===== config.mk =====
export PLATFORM = sky130hd
export DESIGN_NAME = mcpu_wb_sequencer
export DESIGN_NICKNAME = d
export VERILOG_FILES = /design/src/rtl/mcpu_wb_sequencer.sv
export SDC_FILE = /design/constraint.sdc
export NUM_CORES = 1
export LEC_CHECK = 0
export ABC_AREA = 1
export CORE_ASPECT_RATIO = 0.6
export CORE_MARGIN = 2
export CORE_UTILIZATION = 50
export CTS_CLUSTER_DIAMETER = 100
export CTS_CLUSTER_SIZE = 28
export DETAILED_ROUTE_END_ITERATION = 8
export DONT_BUFFER_PORTS = 1
export GPL_ROUTABILITY_DRIVEN = 0
export GPL_TIMING_DRIVEN = 0
export PLACE_DENSITY = 0.67
export RECOVER_POWER = 100
export SLEW_MARGIN = 10
export SYNTH_ARGS = -nofsm -noshare
export SYNTH_HDL_FRONTEND = slang
export SYNTH_SLANG_ARGS = --single-unit

===== constraint.sdc =====
create_clock -name clk -period 1.8 [get_ports clk]
set_clock_uncertainty 0.1 [all_clocks]
set_input_delay 0.54 -clock clk [delete_from_list [all_inputs] [get_ports clk]]
set_output_delay 0.54 -clock clk [all_outputs]
set_load 0.02 [all_outputs]

===== src/rtl/mcpu_wb_sequencer.sv =====
// rtl/mcpu_wb_sequencer.sv - register-file writeback sequencer (IDLE/MEMREQ/SETUP/STROBE/HOLD)
// Optional load-acknowledge timeout: define MCPU_WB_SEQUENCER_TIMEOUT_EN.
module mcpu_wb_sequencer #(
    parameter int WORD_SIZE      = 8,
    parameter int OPERAND_SIZE   = 4,
    parameter int TIMEOUT_CYCLES = 15
) (
    input  logic                    clk,
    input  logic                    rst_n,
    input  logic                    instr_valid,
    output logic                    instr_ready,
    input  logic [1:0]              instr_class,
    input  logic [OPERAND_SIZE-1:0] dst,
    input  logic [WORD_SIZE-1:0]    alu_result,
    output logic                    mem_req,
    input  logic                    mem_ack,
    input  logic [WORD_SIZE-1:0]    mem_data,
    output logic [OPERAND_SIZE-1:0] op1,
    output logic [WORD_SIZE-1:0]    datatoload,
    output logic [1:0]              regsetcmd,
    output logic                    regsetwb,
    output logic                    wb_done,
    output logic                    err
);

    typedef enum logic [2:0] {
        S_IDLE,
        S_MEMREQ,
        S_SETUP,
        S_STROBE,
        S_HOLD
    } state_t;

    localparam logic [1:0] CLS_ALU = 2'b00;
    localparam logic [1:0] CLS_MOV = 2'b01;
    localparam logic [1:0] CLS_LOAD = 2'b10;

    localparam logic [1:0] CMD_NORMAL_EX = 2'b00;
    localparam logic [1:0] CMD_MOV_INTERNAL = 2'b01;
    localparam logic [1:0] CMD_LOAD_FROM_DATA = 2'b10;
    localparam logic [1:0] CMD_DO_NOTHING = 2'b11;

    state_t                  state_q, state_d;
    logic [OPERAND_SIZE-1:0] dst_q, dst_d;
    logic [OPERAND_SIZE-1:0] op1_q, op1_d;
    logic [WORD_SIZE-1:0]    data_q, data_d;
    logic [1:0]              cmd_q, cmd_d;
    logic                    regsetwb_q, wb_done_q, wb_done_d, mem_req_q;
    logic                    timeout;

`ifdef MCPU_WB_SEQUENCER_TIMEOUT_EN
    localparam int CW = $clog2(TIMEOUT_CYCLES + 1);
    logic [CW-1:0] cnt_q;
    logic          err_q;

    // cnt_q holds the number of MEMREQ cycles already completed
    assign timeout = (state_q == S_MEMREQ) && (cnt_q == CW'(TIMEOUT_CYCLES - 1)) && !mem_ack;

    always_ff @(posedge clk or negedge rst_n) begin
        if (!rst_n) begin
            cnt_q <= '0;
            err_q <= 1'b0;
        end else begin
            cnt_q <= (state_q == S_MEMREQ && state_d == S_MEMREQ) ? cnt_q + CW'(1) : '0;
            err_q <= timeout;
        end
    end

    assign err = err_q;
`else
    assign timeout = 1'b0;
    assign err     = 1'b0;
`endif

    always_comb begin
        state_d   = state_q;
        dst_d     = dst_q;
        op1_d     = op1_q;
        data_d    = data_q;
        cmd_d     = cmd_q;
        wb_done_d = 1'b0;
        case (state_q)
            S_IDLE: begin
                cmd_d = CMD_DO_NOTHING;
                if (instr_valid) begin
                    dst_d = dst;
                    case (instr_class)
                        CLS_ALU: begin
                            state_d = S_SETUP;
                            op1_d   = dst;
                            data_d  = alu_result;
                            cmd_d   = CMD_NORMAL_EX;
                        end
                        CLS_MOV: begin
                            state_d = S_SETUP;
                            op1_d   = dst;
                            data_d  = '0;
                            cmd_d   = CMD_MOV_INTERNAL;
                        end
                        CLS_LOAD: state_d = S_MEMREQ;
                        default:  wb_done_d = 1'b1;
                    endcase
                end
            end
            S_MEMREQ: begin
                if (mem_ack) begin
                    state_d = S_SETUP;
                    op1_d   = dst_q;
                    data_d  = mem_data;
                    cmd_d   = CMD_LOAD_FROM_DATA;
                end else if (timeout) begin
                    state_d = S_IDLE;
                end
            end
            S_SETUP:  state_d = S_STROBE;
            S_STROBE: state_d = S_HOLD;
            S_HOLD: begin
                state_d = S_IDLE;
                cmd_d   = CMD_DO_NOTHING;
            end
            default: begin
                state_d = S_IDLE;
                cmd_d   = CMD_DO_NOTHING;
            end
        endcase
        if (state_d == S_HOLD) wb_done_d = 1'b1;
    end

    always_ff @(posedge clk or negedge rst_n) begin
        if (!rst_n) begin
            state_q    <= S_IDLE;
            dst_q      <= '0;
            op1_q      <= '0;
            data_q     <= '0;
            cmd_q      <= CMD_DO_NOTHING;
            regsetwb_q <= 1'b0;
            wb_done_q  <= 1'b0;
            mem_req_q  <= 1'b0;
        end else begin
            state_q    <= state_d;
            dst_q      <= dst_d;
            op1_q      <= op1_d;
            data_q     <= data_d;
            cmd_q      <= cmd_d;
            regsetwb_q <= (state_d == S_STROBE);
            wb_done_q  <= wb_done_d;
            mem_req_q  <= (state_d == S_MEMREQ);
        end
    end

    assign instr_ready = (state_q == S_IDLE);
    assign mem_req     = mem_req_q;
    assign op1         = op1_q;
    assign datatoload  = data_q;
    assign regsetcmd   = cmd_q;
    assign regsetwb    = regsetwb_q;
    assign wb_done     = wb_done_q;

endmodule


==> flow_metrics.tcl <==
set metrics [dict create \
    run_status "finished clean" \
    dominant_cell_type_by_area_after_synthesis "sky130_fd_sc_hd__dfrtp_1" \
    syn_area_um2 1365 \
    post-route-min-period_ns 1.749 \
    yosys_warnings 0 \
    dpl_cell_area_um2 1405 \
    buffers_added_on_ports 0 \
    rsz_0062_raised_after_global_routing "yes" \
    num_vias 1130 \
    min-delay-start "dst[1]" \
    clock-root-buffer "sky130_fd_sc_hd__clkbuf_8" \
    path_max_fanout 8 \
    first_pass_iters 4 \
    final_core_density 0.5995 \
    holdPathStages 2 \
    cp_slowest_cell "sky130_fd_sc_hd__dfrtp_1" \
    clock_transition_time_at_the_flip_flop_clock_pins_of_the_worst_setup_and_hold_paths_ns 0.08 \
    startpoint_type_of_the_worst_setup_path "register" \
    clock-sinks 24 \
    final-setup-viol-count 0 \
    grt_usage 0.2063 \
    number_of_maximum_capacitance_violations 0 \
    crit_required_ns 1.16 \
    grt_start_max_net_pins 23 \
    timing.slew.headroom 0.3283 \
    cts-buffers-inserted 3 \
    wirelength_um 3146 \
    hold_path_class "in2reg" \
    report.final.slew_viol_count 0 \
    hold_viol_final 0 \
    grt_first_pass_wirelength_um 4933 \
    syn-instance-count 164 \
    clk_latency_ns 0.26 \
    dpl_wire_length_um 2284 \
    cellPowerDensity_nw_per_um2 1926 \
    worst_slew_pin_slew_ns 1.008 \
    synth_cell_type_count 23 \
    num_rows 14 \
    core-area_um2 2540 \
    worst_r2r_startpoint "state_q[0]" \
    post_synth_main_area_contributors "sky130_fd_sc_hd__dfrtp_1, sky130_fd_sc_hd__nand2_1, sky130_fd_sc_hd__nand3_1" \
    die_h_um 44.48 \
    grt_antenna_before_repair 0 \
    post-route-drc-count 0 \
    crit_path_max_incr_delay_ns 0.43 \
    routed_wirelength_normalized_by_instance_count_um 15.20 \
    cts_tree "done" \
    grt_pass1_vias 1001 \
    yosysSeqAreaShare 0.4418 \
    design_power_total_w 0.002933 \
    antenna_cell_count 0 \
    crit_chain "inv_6 > nand2_4 > nor2_8" \
    area_delta_synth_final_pct 11.55 \
    cts.path.max_buffers 2 \
    p_leak_nw 0.8396 \
    die_width_um 71.46 \
    min_period_over_period 0.9719 \
    floorplan.initialDensity 0.5374 \
    worst_ep_arrival_time_ns 1.11 \
    detail-route-antenna-nets 0 \
    vias_per_cell 5.459 \
    die_area_um2 3178 \
    setup.worst_path.class "reg2out" \
    setup.worst_path.end_class "output port" \
    reg2regPathDepth 10 \
    ys_seq_elements 24 \
    achievable-frequency_mhz 571.6 \
    drt-initial-drc-count 44 \
    crit-reg2reg-capture "regsetcmd[0]" \
    grt-ovfl-total 0 \
    postLayoutSetupSlackWorst_ns 0.05054 \
    syn_avg_cell_area_um2 8.324 \
    vdd_drop_max_mv 1.166 \
    floorplan.io_pins 45 \
    final_cell_area_um2 1523 \
    layout.cells.most_common_list "sky130_fd_sc_hd__nand2_1, sky130_fd_sc_hd__nand3_1, sky130_fd_sc_hd__dfrtp_1" \
    min_to "dst_q[1]" \
    final_net_count 202 \
    synth.net_count 190 \
    layout.cells.most_common "sky130_fd_sc_hd__nand2_1" \
    layout-drive-gt1-share 0.1829 \
    dp_worst_setup_slack_ns 0.2929 \
    r2r_setup_slack_ns 0.24 \
    synthDominantCellAreaShare 0.4033 \
    cts-htree-levels 1 \
]
-- registers in the layout, summed over array words and instances (netlist names) --
register    cells
datatoload      8
dst_q           4
mem_req         1
op1             4
regsetcmd       2
regsetwb        1
state_q         3
wb_done         1
-- worst max path at each step --
stage                     slack, ns       start  depth (start not counted)          end
after floorplan                0.39  state_q[0]                          4  instr_ready
after global placement         0.33  state_q[0]                          8       op1[1]
after detailed placement       0.29  state_q[0]                          8       op1[3]
after CTS                      0.03  state_q[0]                          4  instr_ready
after global routing         -0.003  state_q[0]                          4  instr_ready
final                          0.05  state_q[2]                          3  instr_ready
-- where the power goes --
| part | internal, W | total [W] | switching (W) |
|---|---|---|---|
| sequential | 0.000801 | 0.00118 | 0.000382 |
| clock | 0.000195 | 0.000362 | 0.000167 |
| combinational | 0.000577 | 0.00139 | 0.000810 |
-- metal layers --
metal,up-vias,global-route usage,routed length [µm]
met5,-,0,0
met4,0,0.03774,8
met3,2,0.07973,260
met2,37,0.3111,1339
met1,527,0.2871,1537
li1,564,-,-
-- Yosys cell counts (all sizes together) --
cell / count
nand2: 69
nand3: 29
dfrtp: 22
nand4: 14
inv: 9
buf: 7
nor2: 7
clkbuf: 2
dfstp: 2
o21ai: 2
conb: 1
-- through the flow --
step                instances  hold WS, ns    TNS, ns
floorplan                 164       0.1444          0
global placement          196       0.1449          0
detailed placement        196       0.1447          0
CTS                       201    0.0005161          0
global route              207       0.3155  -0.003444
finish                    207       0.3142          0
-- kinds of logic (layout without fill, tap and decap cells) --
logic type,after synthesis,in the layout,share of synthesized area
and+or+nand+nor,119,119,0.4372
buffers and inverters,18,29,0.1109
DFF,24,24,0.4418
AOI/OAI and AO/OA,2,2,0.007333
other,1,1,0.002747
-- final cells by class --
cell class                 count  area, µm²
buffer                         9      110.1
clock buffer                   4      55.05
fill                         221       1017
inverter                       9      43.79
multi-input combinational    122      610.6
sequential                    24      603.1
tap                           32      40.04
timing repair buffer           7      60.06
-- critical path: cells and delay by family, from the launching register on --
kind / cells / cell delay [ns]
simple gates: 2 / 0.30
buf+inv: 1 / 0.12
flops: 1 / 0.43
-- what timing repair did --
action / 4_1_cts / 5_1_grt
gates resized for setup: 0 / 2
hold endpoints to repair: 22 / 2
setup buffers: 0 / 5
endpoints found under the setup margin: 0 / 23
hold buffers: 1 / 1
Note: power is estimated with default switching activity, not from simulation.
